**config.mk**
```make
export PLATFORM = sky130hd
export DESIGN_NAME = lsu_controller_flat
export DESIGN_NICKNAME = d
export VERILOG_FILES = /design/src/rtl/lsu_controller_if.sv /design/src/rtl/lsu_controller.sv /design/src/flat_wrapper.sv
export SDC_FILE = /design/constraint.sdc
export NUM_CORES = 1
export LEC_CHECK = 0
export ABC_AREA = 1
export CORE_MARGIN = 8
export CORE_UTILIZATION = 45
export CTS_CLUSTER_SIZE = 24
export DETAILED_ROUTE_END_ITERATION = 10
export PLACE_DENSITY_LB_ADDON = 0.2
export SYNTH_ARGS = -nofsm -noshare
export SYNTH_HDL_FRONTEND = slang
export SYNTH_SLANG_ARGS = --single-unit
```
**constraint.sdc**
```tcl
create_clock -name clk -period 1.8 [get_ports clk]
set_input_delay 0.45 -clock clk [delete_from_list [all_inputs] [get_ports clk]]
set_output_delay 0.45 -clock clk [all_outputs]
set_load 0.02 [all_outputs]
```
**src/rtl/lsu_controller_if.sv**
```systemverilog
// Data-memory bus between the load/store unit (master) and memory (slave).
interface lsu_controller_if #(
  parameter int unsigned ADDR_WIDTH = 32
);
  logic                  mem_req_o;
  logic                  mem_we_o;
  logic [ADDR_WIDTH-1:0] mem_addr_o;
  logic [31:0]           mem_wdata_o;
  logic [3:0]            mem_wstrb_o;
  logic                  mem_gnt_i;
  logic                  mem_rvalid_i;
  logic [31:0]           mem_rdata_i;

  modport master (
    output mem_req_o,
    output mem_we_o,
    output mem_addr_o,
    output mem_wdata_o,
    output mem_wstrb_o,
    input  mem_gnt_i,
    input  mem_rvalid_i,
    input  mem_rdata_i
  );

  modport slave (
    input  mem_req_o,
    input  mem_we_o,
    input  mem_addr_o,
    input  mem_wdata_o,
    input  mem_wstrb_o,
    output mem_gnt_i,
    output mem_rvalid_i,
    output mem_rdata_i
  );
endinterface

```
**src/rtl/lsu_controller.sv**
```systemverilog
// Load/store unit controller: one outstanding access, lane steering, timeout abort.
module lsu_controller #(
  parameter int unsigned ADDR_WIDTH = 32,
  parameter int unsigned TIMEOUT    = 255
) (
  input  logic                  clk,
  input  logic                  rst,
  input  logic                  load_i,
  input  logic                  store_i,
  input  logic [2:0]            fun3_i,
  input  logic [ADDR_WIDTH-1:0] addr_i,
  input  logic [31:0]           store_data_i,
  lsu_controller_if.master      mem,
  output logic [31:0]           load_data_o,
  output logic                  DM_valid,
  output logic                  stall_o,
  output logic                  misaligned_o,
  output logic                  err_o
);

  localparam int unsigned   CW       = (TIMEOUT < 1) ? 1 : $clog2(TIMEOUT + 1);
  localparam logic [CW-1:0] CNT_LAST = CW'(TIMEOUT - 1);

  typedef enum logic [2:0] {IDLE, REQ, WAIT_RSP, DONE, ERR} state_t;

  state_t                state;
  state_t                state_nxt;

  logic                  access;
  logic                  illegal;
  logic                  misal;
  logic                  legal;
  logic [3:0]            strb_new;
  logic [31:0]           wdata_new;

  logic [ADDR_WIDTH-1:0] addr_q;
  logic [2:0]            fun3_q;
  logic                  we_q;
  logic [31:0]           wdata_q;
  logic [3:0]            strb_q;
  logic                  mis_q;
  logic [CW-1:0]         cnt;
  logic                  timeout;

  logic [7:0]            byte_sel;
  logic [15:0]           half_sel;
  logic [31:0]           load_fmt;

  // Request decode and store lane steering (both strobes high counts as a store)
  always_comb begin
    access = load_i | store_i;
    if (store_i) illegal = fun3_i[2] | (fun3_i[1:0] == 2'b11);
    else         illegal = (fun3_i == 3'b011) | (fun3_i[2:1] == 2'b11);
    misal = ~illegal &
            (((fun3_i[1:0] == 2'b01) & addr_i[0]) |
             ((fun3_i[1:0] == 2'b10) & (addr_i[1:0] != 2'b00)));
    legal = access & ~illegal & ~misal;

    strb_new  = '1;
    wdata_new = store_data_i;
    case (fun3_i[1:0])
      2'b00: begin
        strb_new  = 4'b0001 << addr_i[1:0];
        wdata_new = {4{store_data_i[7:0]}};
      end
      2'b01: begin
        strb_new  = 4'b0011 << {addr_i[1], 1'b0};
        wdata_new = {2{store_data_i[15:0]}};
      end
      default: ;
    endcase
  end

  // Load lane selection and extension
  always_comb begin
    case (addr_q[1:0])
      2'b00:   byte_sel = mem.mem_rdata_i[7:0];
      2'b01:   byte_sel = mem.mem_rdata_i[15:8];
      2'b10:   byte_sel = mem.mem_rdata_i[23:16];
      default: byte_sel = mem.mem_rdata_i[31:24];
    endcase
    half_sel = addr_q[1] ? mem.mem_rdata_i[31:16] : mem.mem_rdata_i[15:0];
    case (fun3_q)
      3'b000:  load_fmt = {{24{byte_sel[7]}}, byte_sel};
      3'b001:  load_fmt = {{16{half_sel[15]}}, half_sel};
      3'b100:  load_fmt = {24'h000000, byte_sel};
      3'b101:  load_fmt = {16'h0000, half_sel};
      default: load_fmt = mem.mem_rdata_i;
    endcase
  end

  assign timeout = (cnt >= CNT_LAST);

  // State register
  always_ff @(posedge clk) begin
    if (rst) state <= IDLE;
    else     state <= state_nxt;
  end

  // Next state and outputs; gnt/rvalid win over a timeout in the same cycle
  always_comb begin
    state_nxt        = state;
    stall_o          = 1'b0;
    DM_valid         = 1'b0;
    misaligned_o     = 1'b0;
    err_o            = 1'b0;
    mem.mem_req_o    = 1'b0;
    mem.mem_we_o     = 1'b0;
    mem.mem_wstrb_o  = '0;
    mem.mem_addr_o   = {addr_q[ADDR_WIDTH-1:2], 2'b00};
    mem.mem_wdata_o  = wdata_q;
    unique case (state)
      IDLE: begin
        stall_o = legal;
        if (access) state_nxt = (illegal | misal) ? ERR : REQ;
      end
      REQ: begin
        stall_o         = 1'b1;
        mem.mem_req_o   = 1'b1;
        mem.mem_we_o    = we_q;
        mem.mem_wstrb_o = we_q ? strb_q : 4'b0000;
        if (mem.mem_gnt_i) state_nxt = we_q ? DONE : WAIT_RSP;
        else if (timeout)  state_nxt = ERR;
      end
      WAIT_RSP: begin
        stall_o = 1'b1;
        if (mem.mem_rvalid_i) state_nxt = DONE;
        else if (timeout)     state_nxt = ERR;
      end
      DONE: begin
        DM_valid  = 1'b1;
        state_nxt = IDLE;
      end
      ERR: begin
        misaligned_o = mis_q;
        err_o        = ~mis_q;
        state_nxt    = IDLE;
      end
      default: state_nxt = IDLE;
    endcase
  end

  // Request capture, timeout counter and load result register
  always_ff @(posedge clk) begin
    if (rst) begin
      addr_q      <= '0;
      fun3_q      <= '0;
      we_q        <= 1'b0;
      wdata_q     <= '0;
      strb_q      <= '0;
      mis_q       <= 1'b0;
      cnt         <= '0;
      load_data_o <= '0;
    end else begin
      if (state == IDLE && access) begin
        addr_q  <= addr_i;
        fun3_q  <= fun3_i;
        we_q    <= store_i;
        wdata_q <= wdata_new;
        strb_q  <= strb_new;
        mis_q   <= misal;
      end
      if (state == IDLE)                         cnt <= '0;
      else if (state == REQ || state == WAIT_RSP) cnt <= cnt + 1'b1;
      if (state == WAIT_RSP && mem.mem_rvalid_i) load_data_o <= load_fmt;
    end
  end

endmodule

```
**src/flat_wrapper.sv**
```systemverilog
// flat-port wrapper written by rule: the top's interface ports become plain ports
module lsu_controller_flat 
#(
  parameter int unsigned ADDR_WIDTH = 32,
  parameter int unsigned TIMEOUT    = 255
)
  (clk, rst, load_i, store_i, fun3_i, addr_i, store_data_i, load_data_o, DM_valid, stall_o, misaligned_o, err_o, mem_mem_req_o, mem_mem_we_o, mem_mem_addr_o, mem_mem_wdata_o, mem_mem_wstrb_o, mem_mem_gnt_i, mem_mem_rvalid_i, mem_mem_rdata_i);
  lsu_controller_if #(.ADDR_WIDTH(ADDR_WIDTH)) mem_i ();
  input  logic clk;
  input  logic rst;
  input  logic load_i;
  input  logic store_i;
  input  logic [2:0] fun3_i;
  input  logic [ADDR_WIDTH-1:0] addr_i;
  input  logic [31:0] store_data_i;
  output logic [31:0] load_data_o;
  output logic DM_valid;
  output logic stall_o;
  output logic misaligned_o;
  output logic err_o;
  output wire logic [$bits(mem_i.mem_req_o)-1:0] mem_mem_req_o;
  output wire logic [$bits(mem_i.mem_we_o)-1:0] mem_mem_we_o;
  output wire logic [$bits(mem_i.mem_addr_o)-1:0] mem_mem_addr_o;
  output wire logic [$bits(mem_i.mem_wdata_o)-1:0] mem_mem_wdata_o;
  output wire logic [$bits(mem_i.mem_wstrb_o)-1:0] mem_mem_wstrb_o;
  input wire logic [$bits(mem_i.mem_gnt_i)-1:0] mem_mem_gnt_i;
  input wire logic [$bits(mem_i.mem_rvalid_i)-1:0] mem_mem_rvalid_i;
  input wire logic [$bits(mem_i.mem_rdata_i)-1:0] mem_mem_rdata_i;
  assign mem_mem_req_o = mem_i.mem_req_o;
  assign mem_mem_we_o = mem_i.mem_we_o;
  assign mem_mem_addr_o = mem_i.mem_addr_o;
  assign mem_mem_wdata_o = mem_i.mem_wdata_o;
  assign mem_mem_wstrb_o = mem_i.mem_wstrb_o;
  assign mem_i.mem_gnt_i = mem_mem_gnt_i;
  assign mem_i.mem_rvalid_i = mem_mem_rvalid_i;
  assign mem_i.mem_rdata_i = mem_mem_rdata_i;
  lsu_controller #(.ADDR_WIDTH(ADDR_WIDTH), .TIMEOUT(TIMEOUT)) u_core (.clk(clk), .rst(rst), .load_i(load_i), .store_i(store_i), .fun3_i(fun3_i), .addr_i(addr_i), .store_data_i(store_data_i), .mem(mem_i), .load_data_o(load_data_o), .DM_valid(DM_valid), .stall_o(stall_o), .misaligned_o(misaligned_o), .err_o(err_o));
endmodule
```
==> impl_metrics.csv, run 1 <==
group,metric,value,unit
outcome,outcome,"complete, but fails checks",
outcome,violations,"setup timing",
synth,yosys-top-cells-area,"dfxtp_1 41%, nand2_1 12%, o21ai_0 9.6%, nor2_1 9.2%, inv_1 5.3%",
power,seq_power_share,0.341,
routing,vias,6182,
cells_and_area,antenna_cells_inserted,0,
global_routing,number_of_antenna_violations_at_the_first_check_in_global_routing,0,
timing,finalCritPeriodShare,1.02,
synth,synth_top_cell_by_area,"dfxtp_1",
synth,syn-cell-area,5620,µm²
synth,syn-instance-count,838,
power,power_frac_comb,0.320,
timing,final_period_minus_worst_setup_slack,1.83,ns
cells_and_area,layout.filler_cells,1127,
timing,hold_violations,0,
timing,setup-violations-final,3,
place,placement.cell_area,7980,µm²
worst_setup_path,reg2reg_depth,10,
clock_tree,maximum_clock_insertion_buffer_count,2,
cells_and_area,design.final.nets,1175,
worst_setup_path,cp_num_cells,6,
timing,max_clock_freq,547,MHz
worst_hold_path,whs_path_depth,3,
timing,postLayoutSetupSlackWorst,-0.0293,ns
worst_setup_path,worst_setup_path_start_kind,"input pin",
synth,synth.distinct_cells,32,
routing,routed_via_density,4.94,
routing,routed_wl,18700,µm
global_routing,grt_overflow,0,
job,maxCapViolCount,0,
synth,synth_area_per_cell,6.71,µm²
floorplan,number_of_i_o_pins,211,
global_routing,grt_first_pass_wirelength,29500,µm
worst_setup_path,worstPathMaxFanout,4,
timing,final.setup.tns,-0.0540,ns
worst_setup_path,critPathCaptureType,"output pin",
synth,synthDominantCellAreaShare,0.413,
timing,final.hold.worst_slack,0.412,ns
clock_tree,cts_root_buffer,"clkbuf_16",
synth,synth_seq_area_share,0.413,
routing,remaining_drc_errors,0,
floorplan,floorplan.initialDensity,0.453,
clock_tree,clkSinkCount,116,
synth,number_of_flip_flops_and_latches_in_the_synthesized_netlist,116,
cells_and_area,post_route_cells_drive_above_1_share,0.136,
timing,number_of_max_slew_violations_in_the_final_report,0,
cells_and_area,finalCoreUtilization,0.691,
power,clock_power_share,0.339,
power,netSwitchingPower,3.00,mW
cells_and_area,fin_area,8580,µm²
worst_hold_path,hold_path.class,"in2reg",
power,design_power_total,9.10,mW
place,port_buffers,208,
floorplan,die-width,128,µm
clock_tree,cts.clk_slew.worst_paths,0.05,ns
floorplan,core_region_area,12400,µm²
worst_setup_path,critical-path-slowest-cell,"o21a_1",
global_routing,track_usage,0.227,
place,place_congestion,0.879,
power,internal_power,6.10,mW
worst_setup_path,crit_path_cell_trace,"clkdlybuf4s15_2 > o21a_1 > nor2_4 > nand3_4 > o21ai_2 > buf_6",
timing,finalClockSkew,0.00702,ns
floorplan,die_height,128,µm
floorplan,fp.dieArea,16300,µm²
clock_tree,clock_tree_from_tritoncts,"yes",
clock_tree,insertion_delay,0.41,ns
worst_setup_path,path_delay_family,"compound AO/OA/AOI/OAI gates",
place,dp.final_hpwl,13600,µm
worst_setup_path,path_buf_inv,2,
routing,drt_first_pass_iters,5,
global_routing,largest_net_degree_at_the_start_of_global_routing,41,
synth,synth-warning-count,0,
clock_tree,htreeDepth,4,
power,leakage,4.22,nW
worst_setup_path,crit_path_max_incr_delay,0.24,ns
floorplan,floorplan.rows,41,
power,power_switching_share,0.330,
clock_tree,cts_buffers,17,
worst_setup_path,critPathKind,"in2out",
routing,antenna_violating_nets_post_route,0,
worst_setup_path,worst_ep_required,1.35,ns
cells_and_area,relative_area_change_from_synthesis_to_final_layout,52.5,%
timing,rsz_0062_raised_after_global_routing,"true",
power,vdd_drop_max,760,µV
global_routing,vias_in_the_first_global_route,5969,
worst_setup_path,cp.arrival,1.38,ns
clock_tree,cts-hold-fix-buffers,0,
routing,per_cell_routed_wire_length,15.0,µm
routing,drt_first_iter_violations,590,
power,power-per-cell-area,1060,nW/µm²
## final timing paths
check                                               from                                endpoint  slack (ns)
setup / recovery                               fun3_i[1]                                 stall_o       -0.03
hold / removal                                 fun3_i[0]           u_core.fun3_q[0]$_SDFFE_PP0P_        0.41
setup reg to reg            u_core.state[1]$_SDFFE_PP0P_           u_core.strb_q[3]$_SDFFE_PP0P_        0.11
hold reg to reg   u_core.mem.mem_wdata_o[0]$_SDFFE_PP0P_  u_core.mem.mem_wdata_o[0]$_SDFFE_PP0P_        0.46
## placed cells by master (no fill, tap or decap), drive strengths merged
cell	n
o21bai	1
a21boi	1
nand4	8
buf	86
clkdlybuf4s15	2
o21a	1
ha	2
conb	2
dfxtp	116
nand2	187
a21oi	60
nor2	143
clkbuf	28
nor3	4
inv	83
clkinv	4
dlymetal6s2s	2
clkdlybuf4s50	97
or2	1
nand3b	1
o21ai	114
a31oi	9
dlygate4sd2	95
nand3	31
o211ai	2
## registers in the layout (all words and copies together) (netlist names)
signal and count:
u_core.addr_q 32, u_core.cnt 8, u_core.fun3_q 3, u_core.load_data_o 32, u_core.mem.mem_wdata_o 32, u_core.mis_q 1, u_core.state 3, u_core.strb_q 4
u_core.we_q 1
## routing by layer
layer | GRT usage | vias to the layer above | part of all wire
li1 | - | 3104 | -
met1 | 0.257 | 2790 | 0.40
met2 | 0.363 | 258 | 0.46
met3 | 0.0982 | 30 | 0.11
met4 | 0.0993 | 0 | 0.025
met5 | 0 | - | 0
## Yosys cell counts (all sizes together)
master  instances
o21a            1
o21bai          1
a31oi           9
clkbuf         21
o21ai         114
ha              2
conb            1
dfxtp         116
buf            52
a21boi          1
a21oi          60
nand4           8
nand2         187
nand3          31
inv            83
nor3            4
or2             1
o211ai          2
nand3b          1
nor2          143
## cell type report
class / count / area [µm²] / area share
inverters: 83 / 314 / 0.0366
multi-input cells: 567 / 2600 / 0.303
well taps: 172 / 215 / 0.0251
flip-flops and latches: 116 / 2330 / 0.272
repair buffers: 283 / 2580 / 0.300
clock inverters: 4 / 20.0 / 0.00233
clock buffers: 27 / 523 / 0.0610
## tightest hold or removal path: stages
cell,delay [ns]
clkbuf_2,0.12
inv_1,0.13
a21oi_1,0.08
## logic make-up after synthesis
logic type / Yosys count / share of synthesized area
compound gates: 188 / 0.172
fa+ha+maj: 2 / 0.00445
other cells: 1 / 0.000667
buf+inv: 156 / 0.137
simple gates: 375 / 0.272
flops: 116 / 0.413
## power groups by stage
| stage | sequential [mW] | combinational, mW | clock [mW] |
|---|---|---|---|
| floorplan | 3.30 | 1.55 | 0 |
| CTS | 3.10 | 2.89 | 3.14 |
| global placement | 3.14 | 2.99 | 0 |
| global route | 3.14 | 3.20 | 3.26 |
| detailed placement | 3.15 | 3.00 | 0 |
| finish | 3.10 | 2.91 | 3.08 |
## through the flow
| step | cells | worst slack (ns) |
|---|---|---|
| after global placement | 1206 | -0.776 |
| final | 1252 | -0.0293 |
| after CTS | 1252 | -0.0606 |
| after detailed placement | 1206 | -0.826 |
| after global routing | 1252 | -0.0754 |
| after floorplan | 839 | 0.0382 |
## timing repair
action                                  in CTS  in global routing
endpoints found under the setup margin     102                 12
resized for setup                          162                 25
pin swaps                                    9                  4
buffers inserted                            15                  1
(Power assumes the default switching activity.)
==> run 2: changes to the inputs <==
--- a/config.mk
+++ b/config.mk
@@ -5,9 +5,8 @@
 export SDC_FILE = /design/constraint.sdc
 export NUM_CORES = 1
 export LEC_CHECK = 0
-export ABC_AREA = 1
 export CORE_MARGIN = 8
-export CORE_UTILIZATION = 45
+export CORE_UTILIZATION = 44
 export CTS_CLUSTER_SIZE = 24
 export DETAILED_ROUTE_END_ITERATION = 10
 export PLACE_DENSITY_LB_ADDON = 0.2
==> run 2 against run 1 <==
- the flow still finishes with violations (setup timing)
- die area shrank 0.30%
- largest power group is now the clock network
- register-to-register slack lost 0.07 ns
- cell area shrank 2.1%
- power shrank 8.8%
- via count shrank 12%
- critical path depth shrank 2
- critical path type is now reg2out
- core utilization grew 0.21 points
- clock-buffer cell count grew 1
- synthesized cell count shrank 21%
- routed wire length shrank 4.6%
==> impl_metrics.csv, run 2 <==
group,metric,value,unit
outcome,outcome,"complete, but fails checks",
outcome,violations,"setup timing",
worst_setup_path,worst_ep_required,1.35,ns
place,port_buffers,208,
job,maxCapViolCount,0,
cells_and_area,layout.filler_cells,1024,
power,power-per-cell-area,988,nW/µm²
clock_tree,cts-hold-fix-buffers,0,
timing,hold_violations,0,
clock_tree,cts_buffers,17,
routing,route.top_layer_used,"met4",
synth,syn-cell-area,5480,µm²
clock_tree,cts.clk_slew.worst_paths,0.05,ns
global_routing,grt_first_pass_wirelength,27800,µm
routing,routed_via_density,5.23,
synth,synthMostInstantiatedCell,"nand2_1",
timing,worst_pin_slew,0.566,ns
clock_tree,clock_tree_from_tritoncts,"yes",
worst_setup_path,critical-path-slowest-cell,"dfxtp_4",
floorplan,floorplan.rows,40,
routing,met2WireLength,8740,µm
routing,detailroute.wirelength.met3,1620,µm
worst_setup_path,worst_setup_path_start_kind,"register",
floorplan,number_of_i_o_pins,211,
synth,synth_top_cell_by_area,"dfxtp_1",
global_routing,number_of_antenna_violations_at_the_first_check_in_global_routing,0,
synth,synth.cells.most_frequent,"139 x nand2_1, 116 x dfxtp_1, 56 x a21oi_1, 56 x nor2_1",
routing,vias,5426,
global_routing,track_usage,0.212,
cells_and_area,relative_area_change_from_synthesis_to_final_layout,53.2,%
routing,met1_length,6970,µm
power,leakage,3.59,nW
cells_and_area,layout.cells.most_common_list,"139 x nand2_1, 112 x dfxtp_1, 100 x dlygate4sd2_1",
timing,finalCritPeriodShare,1.03,
worst_hold_path,hold_path.class,"in2reg",
synth,synth_area_per_cell,8.33,µm²
cells_and_area,antenna_cells_inserted,0,
worst_setup_path,critPathKind,"reg2out",
synth,synth.distinct_cells,53,
floorplan,fp.dieArea,16300,µm²
routing,drt_first_iter_violations,331,
synth,number_of_flip_flops_and_latches_in_the_synthesized_netlist,116,
cells_and_area,design.final.nets,965,
timing,max_slew_margin,0.623,
synth,synth-main-ff-cell,"dfxtp_1",
global_routing,grt_overflow,0,
worst_setup_path,crit_path_max_incr_delay,0.37,ns
worst_setup_path,critPathCaptureType,"output pin",
synth,synth_seq_area_share,0.424,
floorplan,die-width,128,µm
routing,routed_wl,17900,µm
timing,final.hold.worst_slack,0.440,ns
timing,postLayoutSetupSlackWorst,-0.0563,ns
timing,final.setup.tns,-0.263,ns
timing,setup-violations-final,7,
worst_setup_path,path_delay_family,"flip-flops",
floorplan,core_region_area,12100,µm²
timing,max_clock_freq,539,MHz
synth,yosys-top-cells-area,"dfxtp_1 42%, nand2_1 9.5%, a21oi_1 5.1%, a211oi_1 4.5%, buf_4 4.5%",
floorplan,floorplan.initialDensity,0.452,
clock_tree,insertion_delay,0.41,ns
timing,number_of_max_slew_violations_in_the_final_report,0,
synth,synthDominantCellAreaShare,0.424,
cells_and_area,post_route_cells_drive_above_1_share,0.162,
worst_setup_path,reg2reg_depth,6,
worst_setup_path,cp.arrival,1.41,ns
cells_and_area,finalCoreUtilization,0.693,
worst_hold_path,whs_path_depth,2,
global_routing,vias_in_the_first_global_route,5525,
worst_setup_path,worstPathMaxFanout,7,
floorplan,die_height,128,µm
clock_tree,htreeDepth,4,
synth,synth-async-reset-ratio,0,
clock_tree,clkSinkCount,116,
timing,final_period_minus_worst_setup_slack,1.86,ns
worst_setup_path,minimum_setup_slack_among_reg_to_reg_paths,0.04,ns
timing,rsz_0062_raised_after_global_routing,"true",
routing,per_cell_routed_wire_length,17.2,µm
timing,finalClockSkew,0.00682,ns
routing,remaining_drc_errors,0,
synth,synth_edf_count,0,
routing,drt_first_pass_iters,4,
worst_setup_path,crit_path_cell_trace,"nor3b_2 > buf_4 > and3_4 > buf_6",
clock_tree,maximum_clock_insertion_buffer_count,2,
global_routing,largest_net_degree_at_the_start_of_global_routing,56,
synth,syn-instance-count,658,
power,vdd_drop_max,642,µV
place,dp.final_hpwl,13100,µm
routing,antenna_violating_nets_post_route,0,
clock_tree,cts_root_buffer,"clkbuf_16",
place,place_congestion,0.830,
cells_and_area,layout_commonest_cell,"nand2_1",
synth,synth-warning-count,0,
worst_setup_path,path_buf_inv,2,
worst_setup_path,cp_num_cells,4,
-- run 2: what timing repair did --
item                       4_1_cts  5_1_grt
cloned                           0        2
setup endpoints to repair      122       18
resized for setup              171       20
buffers inserted                 2        2
pin swaps                        7        4
-- run 2: worst reg2reg max path: cells and delay by family, from the launching register on --
family | cells | cell delay [ns]
DFF | 1 | 0.35
buffers and inverters | 2 | 0.34
AOI/OAI and AO/OA | 2 | 0.29
and+or+nand+nor | 1 | 0.16
muxes | 1 | 0.50
-- run 2: kinds of logic after synthesis --
kind of cell | count (synthesis) | synth area share
mux | 33 | 0.0644
other cells | 1 | 0.000684
compound gates | 162 | 0.202
fa+ha+maj | 2 | 0.00457
simple gates | 247 | 0.203
xor+xnor | 8 | 0.0128
flops | 116 | 0.424
buf+inv | 89 | 0.0890
-- run 2: per-stage QoR --
step	total power [mW]	instances	cell area, µm²	setup slack (ns)
floorplan	4.25	659	5510	-0.0105
global placement	5.16	1001	7790	-0.849
detailed placement	5.21	1001	7790	-0.901
CTS	8.24	1034	8290	-0.0736
global route	8.64	1038	8390	-0.120
finish	8.29	1038	8390	-0.0563
-- run 2: worst paths after layout --
check / from / end
max: u_core.state[2]$_SDFFE_PP0P_ / mem_mem_wstrb_o[3]
min reg2reg: u_core.addr_q[3]$_SDFFE_PP0P_ / u_core.addr_q[3]$_SDFFE_PP0P_
max reg2reg: u_core.addr_q[1]$_SDFFE_PP0P_ / u_core.load_data_o[11]$_SDFFE_PP0P_
min: rst / u_core.we_q$_SDFFE_PP0P_
-- run 2: where the power goes --
group          switching [mW]  internal (mW)
logic                    1.20          0.976
registers               0.144           2.82
clock network            1.12           2.04
-- run 2: per-layer routing --
| layer | track usage | vias to the layer above |
|---|---|---|
| li1 | - | 2655 |
| met1 | 0.224 | 2533 |
| met2 | 0.362 | 197 |
| met3 | 0.0874 | 41 |
| met4 | 0.100 | 0 |
| met5 | 0 | - |
-- run 2: final cells by class --
cell class	instances	area, µm²	share of cell area
flip-flops and latches	116	2330	0.278
repair buffers	264	2480	0.295
inverters	5	18.8	0.00224
well taps	168	210	0.0250
clock inverters	3	15.0	0.00179
multi-input cells	454	2790	0.333
clock buffers	28	547	0.0651
==> run 3: changes to the inputs <==
--- a/config.mk
+++ b/config.mk
@@ -10,6 +10,7 @@
 export CTS_CLUSTER_SIZE = 24
 export DETAILED_ROUTE_END_ITERATION = 10
 export PLACE_DENSITY_LB_ADDON = 0.2
+export SLEW_MARGIN = 20
 export SYNTH_ARGS = -nofsm -noshare
 export SYNTH_HDL_FRONTEND = slang
 export SYNTH_SLANG_ARGS = --single-unit
==> results of run 3 <==
Final layout, timing and power as in run 2 (identical DEF).
